===== src/rtl/ioctl_dl_sequencer.sv =====
// ioctl download sequencer: routes the HPS download stream into ROM
// regions and the DIP bank, and owns core reset and ROM load status.
module ioctl_dl_sequencer #(
    parameter logic [16:0] MAIN_END   = 17'h08000,
    parameter logic [16:0] SND_END    = 17'h0C000,
    parameter logic [16:0] GFX_END    = 17'h14000,
    parameter int unsigned SETTLE_CYC = 1024,
    parameter logic [7:0]  DIP_INDEX  = 8'd254
) (
    input  logic        clk_sys,
    input  logic        reset_n,
    input  logic        ioctl_download,
    input  logic [7:0]  ioctl_index,
    input  logic        ioctl_wr,
    input  logic [24:0] ioctl_addr,
    input  logic [7:0]  ioctl_dout,
    input  logic        user_reset,
    output logic        main_we,
    output logic        snd_we,
    output logic        gfx_we,
    output logic [16:0] dl_addr,
    output logic [7:0]  dl_data,
    output logic [63:0] dip_sw,
    output logic        core_reset,
    output logic        rom_loaded,
    output logic        rom_error,
    output logic        busy
);

    localparam int SW = (SETTLE_CYC > 1) ? $clog2(SETTLE_CYC) : 1;
    localparam logic [SW-1:0] SETTLE_LD = SW'(SETTLE_CYC - 1);

    typedef enum logic [1:0] {IDLE, LOAD, DIP, SETTLE} state_e;

    state_e        state_q, state_d;
    logic [SW-1:0] settle_q, settle_d;
    logic [16:0]   cnt_q, cnt_d;
    logic          ovr_q, ovr_d;
    logic          ur_q;
    logic          main_we_q, main_we_d;
    logic          snd_we_q, snd_we_d;
    logic          gfx_we_q, gfx_we_d;
    logic [16:0]   dl_addr_q, dl_addr_d;
    logic [7:0]    dl_data_q, dl_data_d;
    logic [63:0]   dip_sw_q, dip_sw_d;
    logic          loaded_q, loaded_d;
    logic          error_q, error_d;
    logic          core_reset_q, core_reset_d;

    logic        rom_start;
    logic        dip_start;
    logic        in_range;
    logic [16:0] a17;

    assign rom_start = ioctl_download && (ioctl_index == 8'd0);
    assign dip_start = ioctl_download && (ioctl_index == DIP_INDEX);
    assign a17       = ioctl_addr[16:0];
    assign in_range  = (ioctl_addr[24:17] == 8'd0) && (a17 < GFX_END);

    // Next-state, region decode, DIP capture and settle counting.
    always_comb begin
        state_d   = state_q;
        settle_d  = settle_q;
        cnt_d     = cnt_q;
        ovr_d     = ovr_q;
        main_we_d = 1'b0;
        snd_we_d  = 1'b0;
        gfx_we_d  = 1'b0;
        dl_addr_d = dl_addr_q;
        dl_data_d = dl_data_q;
        dip_sw_d  = dip_sw_q;
        loaded_d  = loaded_q;
        error_d   = error_q;
        unique case (state_q)
            IDLE: begin
                if (rom_start) begin
                    state_d  = LOAD;
                    cnt_d    = 17'd0;
                    ovr_d    = 1'b0;
                    loaded_d = 1'b0;
                    error_d  = 1'b0;
                end else if (user_reset) begin
                    state_d  = SETTLE;
                    settle_d = SETTLE_LD;
                end else if (dip_start) begin
                    state_d = DIP;
                end
            end
            LOAD: begin
                if (ioctl_wr) begin
                    if (in_range) begin
                        cnt_d     = cnt_q + 17'd1;
                        dl_data_d = ioctl_dout;
                        if (a17 < MAIN_END) begin
                            main_we_d = 1'b1;
                            dl_addr_d = a17;
                        end else if (a17 < SND_END) begin
                            snd_we_d  = 1'b1;
                            dl_addr_d = a17 - MAIN_END;
                        end else begin
                            gfx_we_d  = 1'b1;
                            dl_addr_d = a17 - SND_END;
                        end
                    end else begin
                        ovr_d = 1'b1;
                    end
                end
                if (!ioctl_download) begin
                    state_d  = SETTLE;
                    settle_d = SETTLE_LD;
                    loaded_d = (cnt_d == GFX_END) && !ovr_d;
                    error_d  = !loaded_d;
                end
            end
            DIP: begin
                if (ioctl_wr && (ioctl_addr[24:3] == 22'd0)) begin
                    dip_sw_d[{ioctl_addr[2:0], 3'b000} +: 8] = ioctl_dout;
                end
                if (!ioctl_download) begin
                    state_d = IDLE;
                end
            end
            SETTLE: begin
                if (rom_start) begin
                    state_d  = LOAD;
                    cnt_d    = 17'd0;
                    ovr_d    = 1'b0;
                    loaded_d = 1'b0;
                    error_d  = 1'b0;
                end else if (user_reset || ur_q) begin
                    settle_d = SETTLE_LD;
                end else if (settle_q == '0) begin
                    if (loaded_q) begin
                        state_d = IDLE;
                    end
                end else begin
                    settle_d = settle_q - SW'(1);
                end
            end
            default: begin
                state_d  = SETTLE;
                settle_d = SETTLE_LD;
            end
        endcase
    end

    // Core reset follows the state being entered; DIP keeps the old level.
    always_comb begin
        core_reset_d = 1'b1;
        unique case (state_d)
            IDLE:    core_reset_d = 1'b0;
            DIP:     core_reset_d = core_reset_q;
            default: core_reset_d = 1'b1;
        endcase
    end

    // State and output registers.
    always_ff @(posedge clk_sys) begin
        if (!reset_n) begin
            state_q      <= SETTLE;
            settle_q     <= SETTLE_LD;
            cnt_q        <= 17'd0;
            ovr_q        <= 1'b0;
            ur_q         <= 1'b0;
            main_we_q    <= 1'b0;
            snd_we_q     <= 1'b0;
            gfx_we_q     <= 1'b0;
            dl_addr_q    <= 17'd0;
            dl_data_q    <= 8'd0;
            dip_sw_q     <= 64'd0;
            loaded_q     <= 1'b0;
            error_q      <= 1'b0;
            core_reset_q <= 1'b1;
        end else begin
            state_q      <= state_d;
            settle_q     <= settle_d;
            cnt_q        <= cnt_d;
            ovr_q        <= ovr_d;
            ur_q         <= user_reset;
            main_we_q    <= main_we_d;
            snd_we_q     <= snd_we_d;
            gfx_we_q     <= gfx_we_d;
            dl_addr_q    <= dl_addr_d;
            dl_data_q    <= dl_data_d;
            dip_sw_q     <= dip_sw_d;
            loaded_q     <= loaded_d;
            error_q      <= error_d;
            core_reset_q <= core_reset_d;
        end
    end

    assign main_we    = main_we_q;
    assign snd_we     = snd_we_q;
    assign gfx_we     = gfx_we_q;
    assign dl_addr    = dl_addr_q;
    assign dl_data    = dl_data_q;
    assign dip_sw     = dip_sw_q;
    assign core_reset = core_reset_q;
    assign rom_loaded = loaded_q;
    assign rom_error  = error_q;
    assign busy       = (state_q == LOAD);

endmodule


===== config.mk =====
export PLATFORM = sky130hd
export DESIGN_NAME = ioctl_dl_sequencer
export DESIGN_NICKNAME = d
export VERILOG_FILES = /design/src/rtl/ioctl_dl_sequencer.sv
export SDC_FILE = /design/constraint.sdc
export NUM_CORES = 1
export LEC_CHECK = 0
export ABC_AREA = 1
export CAP_MARGIN = 20
export CORE_ASPECT_RATIO = 1.2
export CORE_MARGIN = 5
export CORE_UTILIZATION = 40
export DETAILED_ROUTE_END_ITERATION = 12
export MAX_ROUTING_LAYER = met4
export PLACE_DENSITY = 0.65
export SYNTH_ARGS = -nofsm -noshare
export SYNTH_HDL_FRONTEND = slang
export SYNTH_SLANG_ARGS = --single-unit
export TNS_END_PERCENT = 10

===== constraint.sdc =====
create_clock -name clk_sys -period 2.55 [get_ports clk_sys]
set_input_delay 0.3825 -clock clk_sys [delete_from_list [all_inputs] [get_ports clk_sys]]
set_output_delay 0.3825 -clock clk_sys [all_outputs]
set_load 0.05 [all_outputs]

==> impl_metrics.env <==
export IMPL_outcome="finished clean"
export IMPL_setup_viol=0
export IMPL_antenna_found_initial=0
export IMPL_drive_gt1_share_pct=8.42
export IMPL_nFillCells=1435
export IMPL_antenna_left=0
export IMPL_cts_tree="done"
export IMPL_hold_violations=0
export IMPL_finalMaxSlewViolations=0
export IMPL_coreArea_um2=14900
export IMPL_synth_distinct_cells=38
export IMPL_syn_num_nets=901
export IMPL_dp_hpwl_mm=12.9
export IMPL_post_route_min_period_ns=2.38
export IMPL_min_to="dip_sw[44]"
export IMPL_rows=49
export IMPL_crit_path_end_kind="output pin"
export IMPL_initial_core_util_pct=40.5
export IMPL_synth_avg_cell_area_um2=7.19
export IMPL_cts_root_buf="clkbuf_16"
export IMPL_n_antenna_cell=0
export IMPL_vias=5797
export IMPL_power_leakage_uw=0.00336
export IMPL_worst_hold_slack_ns=0.456
export IMPL_cp_arrival_ns=2.00
export IMPL_slowest_delay_ns=0.85
export IMPL_critPathRequiredTime_ns=2.17
export IMPL_clock_latency_ns=0.42
export IMPL_layout_commonest_cell="nand2_1"
export IMPL_start_kind="flip-flop"
export IMPL_area_delta_synth_final_pct=38.1
export IMPL_via_per_inst=4.78
export IMPL_critPathMaxFanout=5
export IMPL_fmax_mhz=420
export IMPL_grt_use_total_pct=21.1
export IMPL_layout_nets=1060
export IMPL_clockBufferDepth=2
export IMPL_finalWeightedCongestion=0.906
export IMPL_setup_tns_ns=0
export IMPL_cts_sinks=126
export IMPL_r2r_setup_slack_ns=0.36
export IMPL_synth_seq_area_share_pct=41.8
export IMPL_crit_type="flip-flop to output pin"
export IMPL_ys_warn_count=0
export IMPL_max_slew_margin_pct=51.0
export IMPL_synth_edf_count=0
export IMPL_path_buf_inv=2
export IMPL_worst_path_max_delay_cell="clkdlybuf4s50_1"
export IMPL_die_y_um=144
export IMPL_peakVddDrop_mv=0.528
export IMPL_grt_pass1_wl_mm=28.4
export IMPL_io_pins=142
export IMPL_post_cts_resized=0
export IMPL_rsz0062_at_grt="no"
export IMPL_drc=0
export IMPL_reg2regPathDepth=11
export IMPL_worst_slack_ns=0.170
export IMPL_drt_first_iter_violations=314
export IMPL_cap_violations=0
export IMPL_tightest_slew_ns=0.736
export IMPL_hp_start="dip_sw[44]"
export IMPL_drt_wirelength_per_cell_um=14.4
export IMPL_synth_async_reset_ratio_pct=0
export IMPL_layout_common_cells="171 x nand2_1, 140 x clkdlybuf4s50_1, 126 x dfxtp_1, 120 x inv_1, 76 x o21ai_0"
export IMPL_timing_rr_end="dip_sw[61]"
export IMPL_io_buffers=141
export IMPL_hold_buffers=0
export IMPL_crit_chain="inv_1 > ha_1 > clkdlybuf4s50_1"
export IMPL_holdPathStages=2
export IMPL_cts_inserted_buffers=17
export IMPL_cts_max_level=4
export IMPL_synth_area_um2=6030
export IMPL_ys_seq_elements=126
export IMPL_totalWireLength_mm=17.4
export IMPL_first_pass_iters=4
export IMPL_die_area_um2=17600
export IMPL_die_w_um=122
export IMPL_synth_flop_cell="dfxtp_1"
export IMPL_min_period_over_period_pct=93.3
export IMPL_clkTransAtPathRegs_ns=0.05
export IMPL_rr_startpoint="state_q[0]"
export IMPL_synth_cells=839
export IMPL_power_density_nw_per_um2=620
export IMPL_grt_pass1_vias=5611
export IMPL_gr_total_overflow=0
export IMPL_hold_class="flip-flop to flip-flop"
export IMPL_grt_max_degree=80
export IMPL_crit_family="buffers and inverters"
export IMPL_pre_cts_slack_ns=-0.0490
export IMPL_fin_total_pwr_uw=5160
export IMPL_skew_ns=0.00700
export IMPL_post_cts_buffers=0
## state kept, by name, summed over array words and instances, names as in the netlist, 2 cells and up
name      count
dl_addr      17
settle_q     10
cnt_q        17
dip_sw       64
state_q       2
dl_data       8
## report_power, final
group,switching [uW],internal [uW]
registers,36.4,2010
clock network,889,1450
logic,508,267
total,1430,3730
## routing by layer
layer,up-vias,GRT usage (%),wire (um)
met5,-,-,0
met4,0,6.37,272
met3,19,6.06,956
met2,134,35.6,8570
met1,2597,24.5,7640
li1,3047,-,-
## synth_stat cells (2+ instances only)
master,count,area share (%)
a211oi_1,11,1.4
a21oi_1,65,5.4
buf_2,4,0.33
buf_4,6,0.75
buf_6,5,0.93
clkbuf_1,16,1.0
clkinv_1,2,0.12
dfxtp_1,126,42
ha_1,16,3.3
inv_1,120,7.5
nand2_1,171,11
nand3_1,73,6.1
nand3_2,2,0.33
nand3_4,2,0.58
nand3b_1,2,0.25
nand4_1,16,1.7
nand4_2,2,0.42
nor2_1,69,4.3
nor2_2,5,0.52
nor2_4,9,1.7
nor3_1,17,1.4
o21ai_0,76,6.3
o21ai_1,6,0.50
o31ai_1,2,0.25
xnor2_1,2,0.29
xor2_1,2,0.29
## how the worst max path moves through the flow
stage	start	endpoint	slack, ns	cells past startpoint
2_1_floorplan	ioctl_addr[0]	dip_sw[24]	0.55	11
3_3_place_gp	ioctl_addr[15]	rom_error	-0.01	15
3_5_place_dp	ioctl_addr[15]	rom_error	-0.05	15
4_1_cts	state_q[1]	busy	0.16	3
5_1_grt	state_q[1]	busy	0.08	3
6_report	state_q[1]	busy	0.17	3
## cell families (layout without fill, tap and decap cells)
group	count (synthesis)	after routing	share of synthesized area, %
flops	126	126	41.8
simple gates	372	372	28.8
buf+inv	155	325	10.8
fa+ha+maj	16	16	3.32
xor+xnor	4	4	0.581
compound gates	166	166	14.7
## worst min-delay path, cell delays in order, from the launching register on
cell and delay, ns:
dfxtp_1 0.31, inv_1 0.05, a21oi_1 0.05
## metrics by stage
stage | utilization (%) | instances | instance area (um2)
finish | 55.9 | 1213 | 8330
global route | 55.9 | 1213 | 8330
detailed placement | 52.1 | 1183 | 7760
floorplan | - | 839 | 6030
CTS | 55.9 | 1213 | 8330
global placement | 52.1 | 1183 | 7760
## layout make-up
cell class / instances / area (um2) / share of cell area [%]
Clock inverter: 10 / 118 / 1.41
Inverter: 123 / 463 / 5.56
Clock buffer: 20 / 447 / 5.36
Multi-Input combinational cell: 558 / 2860 / 34.3
Tap cell: 204 / 255 / 3.07
Timing Repair Buffer: 172 / 1660 / 20.0
Sequential cell: 126 / 2520 / 30.3
(Power assumes the default switching activity.)
